[config.mk]
export PLATFORM = sky130hd
export DESIGN_NAME = muldiv_unit
export DESIGN_NICKNAME = d
export VERILOG_FILES = /design/src/rtl/muldiv_pkg.sv /design/src/rtl/muldiv_unit_div_step.sv /design/src/rtl/muldiv_unit.sv
export SDC_FILE = /design/constraint.sdc
export NUM_CORES = 1
export LEC_CHECK = 0
export CELL_PAD_IN_SITES_DETAIL_PLACEMENT = 1
export CELL_PAD_IN_SITES_GLOBAL_PLACEMENT = 2
export CORE_MARGIN = 2
export CORE_UTILIZATION = 33
export DETAILED_ROUTE_END_ITERATION = 6
export PLACE_DENSITY_LB_ADDON = 0.12
export SYNTH_ARGS = -nofsm -noshare
export SYNTH_HDL_FRONTEND = slang
export SYNTH_HIERARCHICAL = 1
export SYNTH_SLANG_ARGS = --single-unit
[constraint.sdc]
create_clock -name clk -period 3.6 [get_ports clk]
set_clock_uncertainty 0.15 [all_clocks]
set_input_delay 1.08 -clock clk [delete_from_list [all_inputs] [get_ports clk]]
set_output_delay 1.08 -clock clk [all_outputs]
set_load 0.05 [all_outputs]
[src/rtl/muldiv_pkg.sv]
// muldiv_pkg: op/state encodings and funct3 decode helpers shared by muldiv_unit.
package muldiv_pkg;
  typedef enum logic [2:0] {
    MUL = 3'b000, MULH = 3'b001, MULHSU = 3'b010, MULHU = 3'b011,
    DIV = 3'b100, DIVU = 3'b101, REM = 3'b110, REMU = 3'b111
  } funct3_e;
  typedef enum logic [1:0] {IDLE, CALC, FIX, DONE} state_e;
  function automatic logic is_div(input logic [2:0] f);
    return f[2];
  endfunction
  function automatic logic is_signed_a(input logic [2:0] f);
    return f == MUL || f == MULH || f == MULHSU || f == DIV || f == REM;
  endfunction
  function automatic logic is_signed_b(input logic [2:0] f);
    return f == MUL || f == MULH || f == DIV || f == REM;
  endfunction
endpackage

[src/rtl/muldiv_unit_div_step.sv]
// div_step: one restoring-division iteration yielding the next remainder and quotient bit.
module div_step #(
  parameter int XLEN = 32
) (
  input  logic [XLEN:0]   rem_i,
  input  logic [XLEN-1:0] dvs_i,
  output logic [XLEN-1:0] rem_o,
  output logic            q_o
);
  always_comb begin
    q_o = rem_i >= {1'b0, dvs_i};
    rem_o = q_o ? rem_i[XLEN-1:0] - dvs_i : rem_i[XLEN-1:0];
  end
endmodule

[src/rtl/muldiv_unit.sv]
// muldiv_unit: iterative RV32M/RV64M multiply/divide with valid/ready handshake and kill.
// Define MULDIV_REM_REUSE_EN to answer a repeated DIV/REM pair from the last completed divide.
module muldiv_unit
  import muldiv_pkg::*;
#(
  parameter int XLEN = 32,
  parameter int MUL_STEP = 1
) (
  input  logic            clk,
  input  logic            reset,
  input  logic            in_valid,
  output logic            in_ready,
  input  logic [2:0]      funct3,
  input  logic [XLEN-1:0] a,
  input  logic [XLEN-1:0] b,
  input  logic            kill,
  output logic            busy,
  output logic            out_valid,
  input  logic            out_ready,
  output logic [XLEN-1:0] result
);
  localparam int CW = $clog2(XLEN + 1);
  if (!(XLEN == 32 || XLEN == 64) || !(MUL_STEP == 1 || MUL_STEP == 2 || MUL_STEP == 4 || MUL_STEP == 8)
      || XLEN % MUL_STEP != 0) begin : g_bad_cfg
    $error("muldiv_unit: unsupported XLEN/MUL_STEP combination");
  end
  state_e state_q, state_d;
  logic [2:0] op_q, op_d;
  logic [2*XLEN-1:0] acc_q, acc_d, prod;
  logic [XLEN-1:0] opd_q, opd_d, res_q, res_d, a_mag, b_mag, quo, rem, dv_rem, hit_res;
  logic [CW-1:0] cnt_q, cnt_d;
  logic [XLEN+MUL_STEP-1:0] sum;
  logic negp_q, negp_d, negr_q, negr_d, a_neg, b_neg, dz, ovf, accept, hit, dv_q;
  // acc holds {remainder, quotient} for divides and {product high, multiplier} for multiplies
  div_step #(.XLEN(XLEN)) u_div_step (
    .rem_i({acc_q[2*XLEN-1:XLEN], acc_q[XLEN-1]}),
    .dvs_i(opd_q),
    .rem_o(dv_rem),
    .q_o(dv_q)
  );
`ifdef MULDIV_REM_REUSE_EN
  logic [XLEN-1:0] ra_q, ra_d, rb_q, rb_d, rq_q, rq_d, rr_q, rr_d;
  logic rs_q, rs_d, rv_q, rv_d;
  assign hit = rv_q && ra_q == a && rb_q == b && rs_q == is_signed_a(funct3);
  assign hit_res = funct3[1] ? rr_q : rq_q;
  always_ff @(posedge clk or negedge reset) begin
    if (!reset) begin
      ra_q <= '0;
      rb_q <= '0;
      rq_q <= '0;
      rr_q <= '0;
      rs_q <= 1'b0;
      rv_q <= 1'b0;
    end else begin
      ra_q <= ra_d;
      rb_q <= rb_d;
      rq_q <= rq_d;
      rr_q <= rr_d;
      rs_q <= rs_d;
      rv_q <= rv_d;
    end
  end
`else
  assign hit = 1'b0;
  assign hit_res = '0;
`endif
  always_comb begin
    a_neg = is_signed_a(funct3) & a[XLEN-1];
    b_neg = is_signed_b(funct3) & b[XLEN-1];
    a_mag = a_neg ? -a : a;
    b_mag = b_neg ? -b : b;
    dz = is_div(funct3) && b == '0;
    ovf = is_div(funct3) && !funct3[0] && a == {1'b1, {(XLEN-1){1'b0}}} && b == '1;
    accept = in_valid && !kill && state_q == IDLE;
    sum = {{MUL_STEP{1'b0}}, acc_q[2*XLEN-1:XLEN]}
        + {{MUL_STEP{1'b0}}, opd_q} * {{XLEN{1'b0}}, acc_q[MUL_STEP-1:0]};
    prod = negp_q ? -acc_q : acc_q;
    quo = negp_q ? -acc_q[XLEN-1:0] : acc_q[XLEN-1:0];
    rem = negr_q ? -acc_q[2*XLEN-1:XLEN] : acc_q[2*XLEN-1:XLEN];
    state_d = state_q;
    op_d = op_q;
    acc_d = acc_q;
    opd_d = opd_q;
    cnt_d = cnt_q;
    negp_d = negp_q;
    negr_d = negr_q;
    res_d = res_q;
`ifdef MULDIV_REM_REUSE_EN
    ra_d = ra_q;
    rb_d = rb_q;
    rq_d = rq_q;
    rr_d = rr_q;
    rs_d = rs_q;
    rv_d = rv_q;
`endif
    if (kill && state_q != IDLE) state_d = IDLE;
    else if (accept) begin
      op_d = funct3;
      if (dz || ovf || (is_div(funct3) && hit)) begin
        state_d = DONE;
        res_d = dz ? (funct3[1] ? a : '1) : ovf ? (funct3[1] ? '0 : a) : hit_res;
`ifdef MULDIV_REM_REUSE_EN
        rv_d = hit;
`endif
      end else begin
        state_d = CALC;
        cnt_d = is_div(funct3) ? CW'(XLEN - 1) : CW'(XLEN / MUL_STEP - 1);
        acc_d = {{XLEN{1'b0}}, is_div(funct3) ? a_mag : b_mag};
        opd_d = is_div(funct3) ? b_mag : a_mag;
        negp_d = a_neg ^ b_neg;
        negr_d = a_neg;
`ifdef MULDIV_REM_REUSE_EN
        if (is_div(funct3)) begin
          ra_d = a;
          rb_d = b;
          rs_d = is_signed_a(funct3);
          rv_d = 1'b0;
        end
`endif
      end
    end else if (state_q == CALC) begin
      acc_d = is_div(op_q) ? {dv_rem, acc_q[XLEN-2:0], dv_q} : {sum, acc_q[XLEN-1:MUL_STEP]};
      cnt_d = cnt_q - CW'(1);
      state_d = cnt_q == '0 ? FIX : CALC;
    end else if (state_q == FIX) begin
      state_d = DONE;
      res_d = is_div(op_q) ? (op_q[1] ? rem : quo) : (op_q == MUL ? prod[XLEN-1:0] : prod[2*XLEN-1:XLEN]);
`ifdef MULDIV_REM_REUSE_EN
      if (is_div(op_q)) begin
        rq_d = quo;
        rr_d = rem;
        rv_d = 1'b1;
      end
`endif
    end else if (state_q == DONE && out_ready) state_d = IDLE;
`ifdef MULDIV_REM_REUSE_EN
    if (kill) rv_d = 1'b0;
`endif
  end
  always_ff @(posedge clk or negedge reset) begin
    if (!reset) begin
      state_q <= IDLE;
      op_q <= '0;
      acc_q <= '0;
      opd_q <= '0;
      cnt_q <= '0;
      negp_q <= 1'b0;
      negr_q <= 1'b0;
      res_q <= '0;
    end else begin
      state_q <= state_d;
      op_q <= op_d;
      acc_q <= acc_d;
      opd_q <= opd_d;
      cnt_q <= cnt_d;
      negp_q <= negp_d;
      negr_q <= negr_d;
      res_q <= res_d;
    end
  end
  assign in_ready = state_q == IDLE;
  assign busy = state_q != IDLE;
  assign out_valid = state_q == DONE;
  assign result = res_q;
endmodule

==> reports/qor.yml, run 1 <==
rsz0062_at_grt: "yes"
ant_nets: 0
min_path_type: "reg -> reg"
ys_seq_area_share_pct: 22.52
use_met2_pct: 50.70
row_count: 79
drcViolationCount: 0
worstPathMaxFanout: 8
fin_ws_ns: -0.01720
ys_seq_elements: 141
cts_buffers: 17
grt_busiest_layer: "met2"
startpoint: "b[15]"
path_clk_slew_ns: 0.06
dpl.hpwl_um: 65030
vias: 18330
multi_input_area_mm2: 0.01172
crit_path_end_kind: "register"
async_flop_share_pct: 100.0
dieArea_mm2: 0.04923
die_h_um: 221.9
critPathMaxStageDelay_ns: 0.61
r2r_cells: 13
utilization_pct: 45.91
drive_gt1_share_pct: 24.93
min_period_ns: 3.617
nets: 2618
synth_cell_types: 89
placedInstanceArea_mm2: 0.02015
synth_area_mm2: 0.01567
fin_area_mm2: 0.02147
syn_to_final_growth_pct: 37.02
fp.coreArea_mm2: 0.04675
required_ns: 3.82
tns_ns: -0.06790
ioPinCount: 107
leakagePower_uw: 0.009364
yosysWarnings: 6
synth_area_leaders: "dfrtp_1 (23%), o21ai_0 (6.1%), ha_1 (5.9%), xor2_1 (5.4%), a21oi_1 (5.3%)"
port_buffers: 106
first_pass_iters: 6
place_ws_ns: -0.8514
finalHoldViolCount: 0
violations: "setup timing"
syn_avg_cell_area_um2: 7.568
r2r-start: "opd_q[6]"
post-route-period-util_pct: 100.5
crit-reg2reg-capture: "acc_q[63]"
synth_nets: 2218
holdWs_ns: 0.3407
met1_usage_pct: 43.96
wirelength_um: 81160
ff_latch_area_mm2: 0.003537
fillers: 5676
tritoncts: "yes"
grt_pass1_wl_um: 118800
setup_viol: 7
root_buffer: "clkbuf_16"
setup.worst_path.end: "result[6]"
irDropWorstVdd_uv: 429.0
crit_type: "in -> reg"
status: "complete, but fails checks"
grt_overflow: 0
drv_cap: 0
drt_iter0_drc: 1452
met3_usage_pct: 5.672
grt_pass1_vias: 18490
crit_chain: "buf_6 -> or4_4 -> or4b_4 -> nor4_4 -> nand4b_1 -> or3b_4 -> and3_4 -> buf_12 -> nand2_1 -> o22a_1"
max_slew_margin_pct: 39.80
antenna_found_initial: 2
synth_edf_count: 0
cts_max_path_buffers: 2
power.density_mw_per_mm2: 979.9
place.gp.congestion: 0.9427
synth_top_area_cell: "dfrtp_1"
die_x_um: 221.9
arrival_ns: 3.84
antenna_cells: 0
regToRegSetupSlack_ns: 0.07
worstSkewPairLatency_ns: 0.49
syn_inst: 2070
initial_core_util_pct: 33.51
wire_per_inst_um: 26.27
cts.sinks: 141
finalMaxSlewViolations: 0
cts_max_level: 4
grtUsageTotal_pct: 32.21
start_kind: "primary input"
synth_top_area_share_pct: 22.52
crit_slowest_cell: "or4b_4"
grt_max_degree: 64
synthFlopType: "dfrtp_1"
vias_per_cell: 5.932
worst_slew_pin_slew_ns: 0.9030
max_freq_mhz: 276.5
==> metal layers <==
| layer | vias to the layer above | part of all wire, % |
|---|---|---|
| met5 | - | 0.017 |
| li1 | 8363 | - |
| met1 | 9233 | 46 |
| met2 | 608 | 45 |
| met4 | 2 | 3.5 |
| met3 | 124 | 6.2 |
==> sequential cells by signal, indices dropped and copies added (netlist names) <==
name / cells
state_q: 2
op_q: 3
negp_q: 1
acc_q: 64
opd_q: 32
negr_q: 1
result: 32
cnt_q: 6
==> layout by cell type (no fill, tap or decap), drive strengths merged, types with 20 or more instances in the layout <==
master         netlist  layout
a21o                25      25
a21oi              168     168
a31oi               36      36
and2                39      39
buf                 33     416
clkbuf             109      27
clkdlybuf4s50        0      89
dfrtp              141     141
ha                  74      74
inv                 74      76
mux2                42      42
mux2i               51      51
nand2              205     205
nand3               43      43
nand4               29      29
nor2               179     179
nor3                41      41
nor4                25      25
o211ai              20      20
o21ai              193     193
o31ai               30      30
o41ai               23      23
or3                 28      28
xnor2               91      91
xor2                96      96
==> cells by family (layout without fill, tap and decap cells) <==
logic type,after synthesis,count (layout),share of synthesized area (%)
flops,141,141,22.52
xor+xnor,187,187,10.50
mux,93,93,6.493
buf+inv,216,629,5.599
simple gates,689,689,21.55
compound gates,668,668,27.17
fa+ha+maj,76,76,6.166
==> what timing repair did <==
item                                    in CTS  in global routing
pin swaps                                   14                 31
setup buffers                                4                 13
endpoints found under the setup margin     135                 84
gates resized for setup                     34                 93
gates cloned                                 2                  5
hold buffers                                 0                  0
==> cells in the mapped netlist, drive strengths merged, types with 17 or more instances <==
library cell / n
o31ai: 30
inv: 74
nor2: 179
o41ai: 23
mux2: 42
xnor2: 91
a21oi: 168
nand3: 43
a31oi: 36
and3: 17
nor3: 41
dfrtp: 141
a21o: 25
mux2i: 51
a211oi: 17
nand2: 205
o22ai: 17
ha: 74
nand4: 29
o211ai: 20
and2: 39
o21ai: 193
or2: 17
nor4: 25
xor2: 96
clkbuf: 109
buf: 33
or3: 28
==> area by class of cell <==
class                   count  area share (%)
clock buffers              20           2.128
clock inverters            12          0.6412
flip-flops and latches    141           16.48
inverters                  74           1.317
well taps                 607           3.538
multi-input cells        1713           54.60
repair buffers            523           21.30
==> per-stage QoR <==
| step | total power (uW) | cells |
|---|---|---|
| 3_5_place_dp | 17970 | 3037 |
| 2_1_floorplan | 12040 | 2070 |
| 5_1_grt | 22340 | 3090 |
| 3_3_place_gp | 17670 | 3037 |
| 4_1_cts | 20080 | 3074 |
| 6_report | 21030 | 3090 |
==> report_power, final <==
part	internal, uW	switching (uW)	total, uW
clock	1060	809	1870
combinational	6780	9310	16100
sequential	2290	788	3080
==> critical path: cells and delay by family <==
| family | cells | cell delay, ns |
|---|---|---|
| AOI/OAI and AO/OA | 1 | 0.18 |
| buffers and inverters | 2 | 0.25 |
| and+or+nand+nor | 7 | 2.31 |
==> worst min path at each step <==
stage / start / to / slack [ns] / depth (start not counted)
finish: result[16] / result[16] / 0.34 / 1
CTS: result[1] / result[1] / 0.34 / 2
detailed placement: result[1] / result[1] / 0.32 / 2
floorplan: opd_q[15] / opd_q[15] / 0.30 / 2
global placement: result[1] / result[1] / 0.31 / 2
global route: result[16] / result[16] / 0.36 / 1
(Power assumes the default switching activity.)
==> run 2, diff against run 1 <==
--- a/config.mk
+++ b/config.mk
@@ -5,10 +5,11 @@
 export SDC_FILE = /design/constraint.sdc
 export NUM_CORES = 1
 export LEC_CHECK = 0
+export ABC_AREA = 1
 export CELL_PAD_IN_SITES_DETAIL_PLACEMENT = 1
 export CELL_PAD_IN_SITES_GLOBAL_PLACEMENT = 2
 export CORE_MARGIN = 2
-export CORE_UTILIZATION = 33
+export CORE_UTILIZATION = 29
 export DETAILED_ROUTE_END_ITERATION = 6
 export PLACE_DENSITY_LB_ADDON = 0.12
 export SYNTH_ARGS = -nofsm -noshare
==> run 2 against run 1 <==
Against the previous run:
- sequential cell count did not move
- non-clock buffer count fell by 189
- synthesized cell count rose by 66%
- combinational power rose by 8%
- the flow now finishes without violations
- worst setup slack improved by 0.20 ns
- clock power rose by 6%
- cell area rose by 7.4%
- critical path type is now reg -> out
- largest power group unchanged
==> reports/qor.yml, run 2 <==
post-route-period-util_pct: 94.92
crit_chain: "inv_1 -> ha_1 -> inv_1 -> clkdlybuf4s50_1"
critPathMaxStageDelay_ns: 0.80
worstSkewPairLatency_ns: 0.50
required_ns: 2.37
critPathTopFamily: "buffers and inverters"
post_cts_buffers: 0
fp.coreArea_mm2: 0.06446
initial_core_util_pct: 29.36
async_flop_share_pct: 100.0
synth_top_area_cell: "nand2_1"
final_common_cell: "nand2_1"
antenna_found_initial: 0
syn_to_final_growth_pct: 21.78
regToRegSetupSlack_ns: 0.21
cts_max_level: 4
final_cell_mix: "nand2_1 (1157), inv_1 (457), nor2_1 (436)"
antenna_cells: 0
place_ws_ns: -0.2573
r2r-start: "acc_q[0]"
root_buffer: "clkbuf_16"
grt_max_degree: 70
grtUsageTotal_pct: 33.19
drcViolationCount: 0
hp-start: "result[7]"
drt_iter0_drc: 2011
grt_pass1_wl_um: 163400
vias: 24040
die_x_um: 259.5
cpMostUsedCell: "inv_1"
cts_buffers: 17
row_count: 93
hold_end: "result[7]"
ioPinCount: 107
dr_wl_met2_um: 52380
place.gp.congestion: 1.005
drive_gt1_share_pct: 9.342
syn_inst: 3445
total_power_uw: 22810
tns_ns: 0
synth_area_leaders: "nand2_1 (23%), dfrtp_1 (19%), nand3_1 (9.9%), inv_1 (9.1%), nor2_1 (8.7%)"
drv_cap: 0
crit_path_end_kind: "output pin"
synth_common_cells: "nand2_1 (1157), inv_1 (457), nor2_1 (440), nand3_1 (375), o21ai_0 (195)"
die_h_um: 259.5
ys_seq_elements: 141
grt_pass1_vias: 24610
yosysMostFrequentCell: "nand2_1"
crit_slowest_cell: "clkdlybuf4s50_1"
met3_length_um: 5643
port_buffers: 106
synth_cell_types: 55
dpl.hpwl_um: 94880
start_kind: "register"
regMostFlops: "acc_q"
dieArea_mm2: 0.06732
finalMaxSlewViolations: 0
synth_area_mm2: 0.01893
synthFlopType: "dfrtp_1"
path_buf_inv: 3
fin_ws_ns: 0.1827
fin_area_mm2: 0.02305
vias_per_cell: 5.286
cts_max_path_buffers: 2
crit-reg2reg-capture: "result[28]"
synth_top_area_share_pct: 22.95
irDropWorstVdd_uv: 464.1
hold_depth: 2
setup_viol: 0
path_clk_slew_ns: 0.08
min_period_ns: 3.417
placedInstanceArea_mm2: 0.02242
syn_avg_cell_area_um2: 5.494
cts.sinks: 141
tritoncts: "yes"
wirelength_um: 111900
worstPathMaxFanout: 5
power.density_mw_per_mm2: 989.6
rsz0062_at_grt: "no"
max_freq_mhz: 292.6
yosysWarnings: 6
max_slew_margin_pct: 32.92
synth_edf_count: 0
wl_met1_um: 48940
min_path_type: "reg -> reg"
first_pass_iters: 5
top_layer: "met4"
wire_per_inst_um: 24.60
ant_nets: 0
worst_slew_pin_slew_ns: 1.006
largest_reg_flops: 64
synth_nets: 3593
crit_type: "reg -> out"
ys_seq_area_share_pct: 18.64
status: "complete, no violations"
grt_overflow: 0
r2r_cells: 13
arrival_ns: 2.19
startpoint: "state_q[1]"
nets: 3828
finalHoldViolCount: 0
leakagePower_uw: 0.01196
run 2: cell types whose count changed after synthesis, sizes merged, moves of 29 or more:
cell,delta
o21ai,+49
and2,-30
mux2,-42
a21oi,-58
buf,+35
o31ai,-29
a31oi,-31
xnor2,-80
nand3,+349
clkbuf,-59
mux2i,-51
nor2,+287
inv,+393
nand2,+961
run 2: tightest hold or removal path, cell delays in order, from the launching register on:
cell and delay (ns):
dfrtp_1 0.36, nand2_1 0.06, nand2_1 0.06
run 2: area by class of cell:
cell class	count	area, um2
Fill cell	8800	41410
Multi-Input combinational cell	2718	13070
Sequential cell	141	3530
Timing Repair Buffer	334	2999
Inverter	468	1757
Tap cell	855	1070
Clock buffer	18	439.2
Clock inverter	14	187.7
run 2: cell families (layout without fill, tap and decap cells):
group | Yosys count | count (layout) | share of synthesized area (%)
adders and majority gates | 76 | 76 | 5.103
DFF | 141 | 141 | 18.64
and+or+nand+nor | 2126 | 2126 | 47.31
xor gates and xnor gates | 86 | 86 | 3.980
AOI/OAI and AO/OA | 430 | 430 | 12.54
buffers and inverters | 586 | 834 | 12.42
run 2: layer usage:
layer | track usage (%) | vias up
met5 | 0 | -
met4 | 13.87 | 0
met3 | 4.413 | 146
met2 | 55.71 | 686
met1 | 42.67 | 11800
li1 | - | 11410
run 2: worst max-delay path by stage:
| stage | cells after the start | slack (ns) | end |
|---|---|---|---|
| 3_3_place_gp | 8 | -0.16 | acc_q[1] |
| 2_1_floorplan | 15 | 0.80 | acc_q[24] |
| 3_5_place_dp | 8 | -0.26 | acc_q[1] |
| 6_report | 4 | 0.18 | busy |
| 5_1_grt | 4 | 0.09 | busy |
| 4_1_cts | 4 | 0.16 | busy |
run 2: timing repair:
| item | in CTS | in global routing |
|---|---|---|
| hold buffers | 0 | 0 |
| gates resized for setup | 0 | 2 |
| setup endpoints to repair | 0 | 2 |
run 2: stage by stage:
step           cells  hold slack, ns  util [%]
3_5_place_dp    4516          0.3347     34.78
3_3_place_gp    4516          0.3280     34.78
2_1_floorplan   3445          0.3098         -
6_report        4548          0.3593     35.76
5_1_grt         4548          0.3836     35.76
4_1_cts         4548          0.3515     35.75
run 2: power breakdown:
group | total [uW] | switching (uW) | internal [uW]
combinational | 17400 | 12200 | 5240
clock | 1990 | 914 | 1080
sequential | 3410 | 1130 | 2280
total | 22800 | 14200 | 8590
==> run 3, diff against run 2 <==
--- a/config.mk
+++ b/config.mk
@@ -11,6 +11,7 @@
 export CORE_MARGIN = 2
 export CORE_UTILIZATION = 29
 export DETAILED_ROUTE_END_ITERATION = 6
+export GPL_TIMING_DRIVEN = 0
 export PLACE_DENSITY_LB_ADDON = 0.12
 export SYNTH_ARGS = -nofsm -noshare
 export SYNTH_HDL_FRONTEND = slang
==> run 3 against run 2 <==
Against the previous run:
- the flow now finishes with violations (setup timing)
- sequential cell count is the same
- power shrank 0.59%
- first-iteration DRC count shrank 6.6%
- worst hold slack lost 0.045 ns
- maximum frequency shrank 7.7%
- worst setup slack lost 0.29 ns
- non-clock buffer count shrank 108
- sequential power grew 8.5%
- largest cell class unchanged
- largest power group unchanged
- highest routed layer is now met5
==> reports/qor.yml, run 3 (same netlist as run 2, synthesis figures left out) <==
crit_slowest_cell: "dfrtp_1"
irDropWorstVdd_uv: 423.0
status: "complete, but fails checks"
cts_buffers: 17
wire_per_inst_um: 25.96
wirelength_um: 115200
die_h_um: 259.5
drv_cap: 0
min_period_ns: 3.704
crit_path_end_kind: "register"
vias: 23710
final_common_cell: "nand2_1"
first_pass_iters: 6
cts.sinks: 141
fin_area_mm2: 0.02173
min_path_type: "in -> async"
ant_nets: 0
worst_slew_pin_slew_ns: 1.103
place.gp.congestion: 0.9790
die_x_um: 259.5
antenna_cells: 0
finalMaxSlewViolations: 0
multi_input_area_mm2: 0.01308
violations: "setup timing"
drive_gt1_share_pct: 5.188
crit_type: "reg -> reg"
rsz0062_at_grt: "yes"
worstSkewPairLatency_ns: 0.50
setup_viol: 1
r2r_cells: 12
grt_pass1_wl_um: 165200
max_freq_mhz: 270.0
grt_pass1_vias: 24110
total_power_uw: 22680
largest_reg_flops: 64
grt_max_degree: 106
required_ns: 3.85
dpl.hpwl_um: 97730
arrival_ns: 3.95
post-route-period-util_pct: 102.9
critPathMaxStageDelay_ns: 0.57
row_count: 93
leakagePower_uw: 0.01109
nets: 3720
vias_per_cell: 5.341
placedInstanceArea_mm2: 0.02109
final_cell_mix: "nand2_1 (1156), inv_1 (454), nor2_1 (435)"
root_buffer: "clkbuf_16"
worstPathMaxFanout: 6
max_slew_margin_pct: 26.44
cts_max_level: 4
crit_chain: "inv_1 -> ha_1 -> nand2_1 -> nor2_2 -> nand3_1 -> nand2_1 -> xor2_1 -> a21oi_1 -> nor2_1 -> nand3_1 -> nand2_1 -> inv_1"
fin_ws_ns: -0.1035
start_kind: "register"
syn_to_final_growth_pct: 14.79
power.density_mw_per_mm2: 1044
ioPinCount: 107
dieArea_mm2: 0.06732
grt_overflow: 0
regToRegSetupSlack_ns: -0.10
regMostFlops: "acc_q"
fillers: 8846
crit-reg2reg-capture: "result[16]"
drt_iter0_drc: 1878
r2r-start: "acc_q[32]"
port_buffers: 106
cts_max_path_buffers: 2
grtUsageTotal_pct: 34.05
cpMostUsedCell: "nand2_1"
drcViolationCount: 0
antenna_found_initial: 2
tns_ns: -0.1035
fp.coreArea_mm2: 0.06446
ff_latch_area_mm2: 0.003528
tritoncts: "yes"
finalHoldViolCount: 0
initial_core_util_pct: 29.36
path_clk_slew_ns: 0.08
## run 3: cell types whose count changed in the layout (fill, tap and decap cells not counted), sizes merged, moves of 2 or more
cell and delta:
buf -160, bufinv -2, clkbuf +51, clkinv +2, clkinvlp +3, inv -2
## run 3: worst max-delay path, delay by kind of cell, from the launching register on
kind | cells | cell delay [ns]
DFF | 1 | 0.57
and+or+nand+nor | 7 | 1.28
xor gates and xnor gates | 1 | 0.56
AOI/OAI and AO/OA | 1 | 0.20
buffers and inverters | 2 | 0.45
adders and majority gates | 1 | 0.39
## run 3: worst max path at each step
stage | from | slack, ns | to | cells past startpoint
after floorplan | b[0] | 0.80 | acc_q[24] | 15
after global placement | reset | -5.24 | opd_q[15] | 1
after detailed placement | a[0] | -0.82 | result[31] | 15
after CTS | acc_q[32] | 0.00008 | result[16] | 12
after global routing | a[0] | -0.02 | result[31] | 15
final | acc_q[32] | -0.10 | result[16] | 12
## run 3: metal layers
layer	global-route usage [%]	share of wire (%)
met1	45.65	45
met2	56.08	46
met3	4.560	5.9
met4	11.49	3.4
met5	0	0.011
## run 3: where the power goes
part	total, uW	switching, uW	internal (uW)
sequential	3700	1440	2270
clock	1890	967	919
combinational	17100	12400	4710
## run 3: area by class of cell
| cell class | instances | area share, % |
|---|---|---|
| multi-input cells | 2718 | 60.20 |
| flip-flops and latches | 141 | 16.24 |
| inverters | 468 | 8.097 |
| repair buffers | 108 | 5.079 |
| well taps | 855 | 4.924 |
| plain buffers | 118 | 2.810 |
| clock buffers | 17 | 1.958 |
| clock inverters | 15 | 0.6968 |
## run 3: metrics by stage
stage	worst slack, ns	std cells	util, %	hold WS [ns]
after floorplan	0.7959	3445	-	0.3098
after global placement	-5.238	4406	32.67	0.3146
after detailed placement	-0.8201	4407	32.72	0.3211
after CTS	0.00007905	4440	33.66	0.3040
after global routing	-0.02143	4440	33.70	0.3257
final	-0.1035	4440	33.70	0.3141
## run 3: what timing repair did
| action | CTS | global route |
|---|---|---|
| resized for setup | 11 | 19 |
| pin swaps | 0 | 1 |
| hold buffers | 0 | 0 |
| setup endpoints to repair | 24 | 96 |
| setup buffers | 1 | 0 |
